==> config.mk <==
export PLATFORM = sky130hd
export DESIGN_NAME = queue_write_arbiter
export DESIGN_NICKNAME = d
export VERILOG_FILES = /design/src/rtl/queue_write_arbiter.sv
export SDC_FILE = /design/constraint.sdc
export NUM_CORES = 1
export LEC_CHECK = 0
export ABC_AREA = 1
export ABC_CLOCK_PERIOD_IN_PS = 3500
export BUFFER_PORTS_ARGS = -buffer_cell sky130_fd_sc_hd__buf_2
export CAP_MARGIN = 20
export CELL_PAD_IN_SITES_DETAIL_PLACEMENT = 1
export CELL_PAD_IN_SITES_GLOBAL_PLACEMENT = 2
export CORE_MARGIN = 2
export CORE_UTILIZATION = 23
export CTS_CLUSTER_DIAMETER = 100
export DETAILED_ROUTE_END_ITERATION = 16
export PLACE_DENSITY = 0.93
export SETUP_SLACK_MARGIN = 0.2
export SYNTH_ARGS = -nofsm -noshare
export SYNTH_HDL_FRONTEND = slang
export SYNTH_SLANG_ARGS = --single-unit
==> constraint.sdc <==
create_clock -name clk -period 3.5 [get_ports clk]
set_input_delay 0.525 -clock clk [delete_from_list [all_inputs] [get_ports clk]]
set_output_delay 0.525 -clock clk [all_outputs]
set_load 0.005 [all_outputs]
==> src/rtl/queue_write_arbiter.sv <==
// Round-robin arbiter sharing one rw_queue write port among NUM_REQ producers, with credit flow control.
// Optional feature macro QWA_BURST_EN: the current owner may keep the grant for up to MAX_BURST beats.
module queue_write_arbiter #(
    parameter int unsigned NUM_REQ    = 4,
    parameter int unsigned DATA_WIDTH = 16,
    parameter int unsigned QUEUE_LEN  = 3,
    parameter int unsigned MAX_BURST  = 2
) (
    input  logic                           clk,
    input  logic                           rst,
    input  logic [NUM_REQ-1:0]             req,
    input  logic [NUM_REQ*DATA_WIDTH-1:0]  req_data,
    input  logic                           credit_ret,
    output logic [NUM_REQ-1:0]             gnt,
    output logic                           q_wen,
    output logic [DATA_WIDTH-1:0]          q_data,
    output logic [$clog2(QUEUE_LEN+1)-1:0] credits,
    output logic                           stall,
    output logic                           credit_err
);
    localparam int unsigned IDX_W  = (NUM_REQ > 1) ? $clog2(NUM_REQ) : 1;
    localparam int unsigned CRED_W = $clog2(QUEUE_LEN + 1);
    localparam logic [CRED_W-1:0] CRED_FULL = CRED_W'(QUEUE_LEN);
    localparam logic [IDX_W-1:0]  LAST_RST  = IDX_W'(NUM_REQ - 1);

    typedef enum logic [1:0] {
        S_IDLE,
        S_OWN,
        S_BURST,
        S_BLOCKED
    } state_t;

    if (NUM_REQ < 2 || MAX_BURST < 1) begin : g_cfg_check
        $error("queue_write_arbiter: NUM_REQ must be >= 2 and MAX_BURST >= 1");
    end

    state_t                r_state;
    state_t                w_next;
    logic [IDX_W-1:0]      r_last;
    logic                  r_q_wen;
    logic [DATA_WIDTH-1:0] r_q_data;
    logic [CRED_W-1:0]     r_credits;
    logic                  r_stall;
    logic                  r_credit_err;

    logic                  w_avail;
    logic                  w_grant;
    logic                  w_win_valid;
    logic                  w_rr_found;
    logic [IDX_W-1:0]      w_win;
    logic [IDX_W-1:0]      w_rr_idx;
    logic [IDX_W-1:0]      w_cand;
    logic [DATA_WIDTH-1:0] w_wdata;

    // Round-robin search: first requester at last+1, last+2, ... modulo NUM_REQ
    always_comb begin
        w_rr_found = 1'b0;
        w_rr_idx   = '0;
        w_cand     = '0;
        for (int unsigned i = 1; i <= NUM_REQ; i++) begin
            w_cand = IDX_W'((32'(r_last) + i) % NUM_REQ);
            if (!w_rr_found && req[w_cand]) begin
                w_rr_found = 1'b1;
                w_rr_idx   = w_cand;
            end
        end
    end

`ifdef QWA_BURST_EN
    localparam int unsigned BCNT_W = $clog2(MAX_BURST + 1);
    localparam logic [BCNT_W-1:0] BCNT_LAST = BCNT_W'(MAX_BURST - 1);
    localparam state_t ST_GNT = S_BURST;

    logic [BCNT_W-1:0] r_bcnt;
    logic              w_others;
    logic              w_keep;

    // Owner keeps the port until it drops or has used its burst while others wait
    always_comb begin
        w_others    = |(req & ~(NUM_REQ'(1) << r_last));
        w_keep      = (r_state == S_BURST) && req[r_last] &&
                      ((r_bcnt < BCNT_LAST) || !w_others);
        w_win_valid = w_keep | w_rr_found;
        w_win       = w_keep ? r_last : w_rr_idx;
    end

    always_ff @(posedge clk or posedge rst) begin
        if (rst) begin
            r_bcnt <= '0;
        end else if (w_grant && w_keep) begin
            if (r_bcnt < BCNT_LAST) begin
                r_bcnt <= r_bcnt + BCNT_W'(1);
            end
        end else begin
            r_bcnt <= '0;
        end
    end
`else
    localparam state_t ST_GNT = S_OWN;

    always_comb begin
        w_win_valid = w_rr_found;
        w_win       = w_rr_idx;
    end
`endif

    // Select the winning requester's word
    always_comb begin
        w_wdata = '0;
        for (int unsigned i = 0; i < NUM_REQ; i++) begin
            if (w_win == IDX_W'(i)) begin
                w_wdata = req_data[i*DATA_WIDTH +: DATA_WIDTH];
            end
        end
    end

    always_ff @(posedge clk or posedge rst) begin
        if (rst) begin
            r_state <= S_IDLE;
        end else begin
            r_state <= w_next;
        end
    end

    // A returning credit makes a slot usable in the same cycle, even at zero credits
    always_comb begin
        w_next  = r_state;
        gnt     = '0;
        w_avail = (r_credits != '0) | credit_ret;
        w_grant = ~rst & w_avail & w_win_valid;
        if (w_grant) begin
            gnt = NUM_REQ'(1) << w_win;
        end
        case (r_state)
            S_IDLE, S_OWN, S_BURST: begin
                if (w_grant) begin
                    w_next = ST_GNT;
                end else if (|req) begin
                    w_next = S_BLOCKED;
                end else begin
                    w_next = S_IDLE;
                end
            end
            S_BLOCKED: begin
                if (w_grant) begin
                    w_next = ST_GNT;
                end else if (!(|req)) begin
                    w_next = S_IDLE;
                end
            end
            default: w_next = S_IDLE;
        endcase
    end

    always_ff @(posedge clk or posedge rst) begin
        if (rst) begin
            r_last       <= LAST_RST;
            r_q_wen      <= 1'b0;
            r_q_data     <= '0;
            r_credits    <= CRED_FULL;
            r_stall      <= 1'b0;
            r_credit_err <= 1'b0;
        end else begin
            r_q_wen <= w_grant;
            r_stall <= (w_next == S_BLOCKED);
            if (w_grant) begin
                r_last   <= w_win;
                r_q_data <= w_wdata;
            end
            // A return that coincides with a grant cancels it; a return at full is spurious
            if (w_grant && !credit_ret) begin
                r_credits <= r_credits - CRED_W'(1);
            end else if (!w_grant && credit_ret && (r_credits != CRED_FULL)) begin
                r_credits <= r_credits + CRED_W'(1);
            end
            if (!w_grant && credit_ret && (r_credits == CRED_FULL)) begin
                r_credit_err <= 1'b1;
            end
        end
    end

    assign q_wen      = r_q_wen;
    assign q_data     = r_q_data;
    assign credits    = r_credits;
    assign stall      = r_stall;
    assign credit_err = r_credit_err;

endmodule

==> summary.txt <==
Run status
  – Result of the run: completed

Routing
  – Vias after detailed routing: 2078
  – Final wirelength: between 6000 and 7000 µm
  – Drt first-iter violations: 32
  – Final ANT Viol Nets: 0
  – WL per Instance: 13.72 µm
  – Per-cell via count in the routed design: approximately 4.5
  – Residual DRC: 0
  – Length of the first detailed-routing pass in iterations: 4

STA
  – Final count of negative-setup-slack endpoints: 0
  – Number of pins with negative max-slew slack in the final report: 0
  – Highest attainable clock frequency: ~0.35 GHz
  – Relative slew slack: approximately two thirds
  – Setup repair after global routing missed its margin: false
  – Total negative setup slack: 0 ns
  – Final-report hold violation count: 0
  – WHS: ~0.33 ns
  – Time the final worst path needs with I/O delays and setup: roughly 2.9 ns
  – Slew of the pin with the lowest slew margin: about 0.52 ns
  – Post-route fraction of the period consumed by the critical path: around 82%
  – Setup skew after layout: between 0.002 and 0.003 ns

Global routing
  – Number of antenna violations at the first check in global routing: 0
  – Number of global-route vias before repair: between 2k and 2.5k
  – Global routing usage summed across all routing layers: about 15%
  – Wire length of the first global-routing pass: between 10000 and 15000 µm
  – Largest net degree at the start of global routing: 28
  – Sum of overflow across all layers after global routing: 0

Synth
  – Compound-cell area share of the yosys netlist: 7.908%
  – Post-Syn Nets: approximately 340
  – Syn. warnings: 0
  – Cell area after synthesis: between 1500 and 2000 µm²
  – Leading area contributor after synthesis: sky130_fd_sc_hd__dfrtp_1
  – Number of distinct standard cells referenced by the synthesized netlist: 23
  – Cells after Synth: ~270
  – Post-synthesis sequential area ratio: 33.36%
  – Ranking of synthesized cells by area: sky130_fd_sc_hd__dfrtp_1, sky130_fd_sc_hd__nand2_1, sky130_fd_sc_hd__nand3_1, sky130_fd_sc_hd__dfstp_2, sky130_fd_sc_hd__inv_1
  – Post-synthesis simple-gate area fraction: 46.37%
  – Share of synthesized cell area in full adder, half adder and majority cells: 0%
  – Multiplexer area fraction after synthesis: 0%
  – Largest family of logic cells by synthesized area: simple AND/OR/NAND/NOR gates
  – Yosys reg bits: 23
  – Fraction of post-synthesis cell area in the top cell type by area: a little over a quarter
  – Post-Synth XOR/XNOR Area: 0.5032%
  – Avg Inst Size Synth: approximately 6.4 µm²

Critical path
  – Worst-case register-to-register setup slack: 1.00 ns
  – Endpoint required time on the critical path: 2.97 ns
  – Arrival time of the worst setup path: between 2 and 2.5 ns
  – Type of the setup path with the least slack: register to output port
  – CP startpoint kind: register
  – FF-to-FF path depth: 15
  – Setup crit end kind: output port
  – Critical-path maximum fanout: 25

Final layout
  – Number of fillers in the final layout: around 1.0k
  – Area taken by flip-flops and latches: ~580 µm²
  – Fraction of layout cells with a size suffix above 1: a little over a third
  – Total inserted antenna cells: 0
  – Final nets: 434
  – Area taken by multi-input logic gates: between 900 and 1000 µm²
  – Final Util: between 30% and 40%
  – Area growth from synthesis to layout: 33.64%

Power and ir drop
  – Max VDD drop: roughly 350 µV
  – Final Power: 2.286 mW
  – Static leakage: between 1 and 1.5 nW
  – Power per unit of standard cell area: a little under 1000 nW/µm²

Clock tree
  – Insertion delay of the later-clocked pin in the worst-skew pair: about 0.26 ns
  – Total number of clock tree sinks: 23
  – Buffer depth of the longest clock path: 2
  – Clk slew on worst S/H paths: 0.09 ns
  – TritonCTS buffer count: 3
  – Number of buffers added to fix hold violations after cts: 0
  – Resized Gates After CTS: 0
  – H-tree levels: 1
  – TritonCTS clock tree: yes
  – Clock tree root buffer cell: sky130_fd_sc_hd__clkbuf_8
  – Postcts setup bufs: 0

Floorplan
  – Core Region: between 7000 and 8000 µm²
  – Number of core rows: 31
  – Initial Util: 23.87%
  – Die area: roughly 8300 µm²
  – Die extent in y: about 91 µm
  – Count of pins on the block boundary: 96
  – DIE WIDTH: about 91 µm

Run
  – Count of max-cap constraint violations: 0

Placed design
  – Gp weighted congestion: roughly 0.76
  – Number of buffers inserted by port buffering: 95
  – DP HPWL: ~5000 µm

Min path
  – Min-Delay Path Class: input port to asynchronous set/reset pin
sequential cells by signal (all words and copies together) (netlist names):
name	cells
r_last	2
q_data	16
credits	2
credit_err	1
q_wen	1
stall	1
cells by family (layout without fill, tap and decap cells):
kind of cell / Yosys count / in the layout
AND/OR/NAND/NOR: 181 / 181
buffers and inverters: 43 / 133
AO/OA/AOI/OAI: 24 / 24
flip-flops: 23 / 23
XOR/XNOR: 1 / 1
cell type report:
cell class,count,area share (%)
multi-input combinational,206,41.10
sequential,23,24.96
timing repair buffer,98,21.41
tap,99,5.325
inverter,31,5.218
clock buffer,3,1.775
clock inverter,1,0.2152
worst paths after layout:
path                            start    endpoint
setup / recovery            r_last[0]      gnt[3]
hold / removal                    rst  credit_err
setup reg to reg            r_last[0]   q_data[0]
hold reg to reg            credit_err  credit_err
max in group asynchronous         rst   r_last[1]
min in group clk           credit_err  credit_err
layout by cell type (no fill, tap or decap), types with 4 or more instances in the layout:
master and instances:
sky130_fd_sc_hd__nor2_1 14, sky130_fd_sc_hd__o21ai_0 19, sky130_fd_sc_hd__buf_2 95, sky130_fd_sc_hd__nand2_2 6
sky130_fd_sc_hd__dfrtp_1 19, sky130_fd_sc_hd__nand3_1 41, sky130_fd_sc_hd__nand4_1 8, sky130_fd_sc_hd__inv_1 26
sky130_fd_sc_hd__dfstp_2 4, sky130_fd_sc_hd__o21ai_2 4, sky130_fd_sc_hd__nand2_1 102, sky130_fd_sc_hd__or2_2 4
worst max-delay path, cell delays in order (launching register included):
cell and delay, ns:
sky130_fd_sc_hd__dfstp_2 0.67, sky130_fd_sc_hd__inv_4 0.08, sky130_fd_sc_hd__nand2_1 0.07, sky130_fd_sc_hd__nand2_1 0.09
sky130_fd_sc_hd__nand2_1 0.10, sky130_fd_sc_hd__nand2_1 0.07, sky130_fd_sc_hd__inv_2 0.07, sky130_fd_sc_hd__nand4_1 0.09
sky130_fd_sc_hd__nand2_2 0.42, sky130_fd_sc_hd__nand2_1 0.14, sky130_fd_sc_hd__nor2_1 0.15, sky130_fd_sc_hd__buf_2 0.14
metal layers:
layer / up-vias / GRT usage [%] / part of all wire (%)
met4: 0 / 2.525 / 0.87
met3: 4 / 3.983 / 5.8
met2: 56 / 28.21 / 52
li1: 1042 / - / -
met5: - / 0 / 0
met1: 976 / 17.37 / 42
through the flow:
stage          area [µm²]  instances  setup slack, ns
2_1_floorplan        1740        272            1.056
3_3_place_gp         2280        457            1.001
3_5_place_dp         2280        457           0.9218
4_1_cts              2326        461           0.6128
5_1_grt              2326        461           0.3828
6_report             2326        461           0.6255
cells in the mapped netlist:
master / count
sky130_fd_sc_hd__nand2_1: 102
sky130_fd_sc_hd__nand3_1: 41
sky130_fd_sc_hd__inv_1: 26
sky130_fd_sc_hd__dfrtp_1: 19
sky130_fd_sc_hd__o21ai_0: 19
sky130_fd_sc_hd__nor2_1: 15
sky130_fd_sc_hd__nand4_1: 8
sky130_fd_sc_hd__nand2_2: 6
sky130_fd_sc_hd__buf_2: 5
sky130_fd_sc_hd__buf_6: 4
sky130_fd_sc_hd__dfstp_2: 4
sky130_fd_sc_hd__o21ai_2: 4
sky130_fd_sc_hd__or2_2: 4
sky130_fd_sc_hd__inv_2: 3
sky130_fd_sc_hd__clkbuf_1: 2
sky130_fd_sc_hd__inv_4: 2
sky130_fd_sc_hd__nor3_1: 2
sky130_fd_sc_hd__buf_4: 1
sky130_fd_sc_hd__nand2_4: 1
sky130_fd_sc_hd__nand3_4: 1
sky130_fd_sc_hd__nor2_4: 1
sky130_fd_sc_hd__o21bai_1: 1
sky130_fd_sc_hd__xor2_1: 1
report_power, final:
group	leakage, nW	internal (mW)	total, mW	switching (mW)
Combinational	1.05	0.540	1.62	1.08
Clock	0.0255	0.0795	0.171	0.0914
Sequential	0.269	0.408	0.497	0.0888
(Power assumes the default switching activity.)
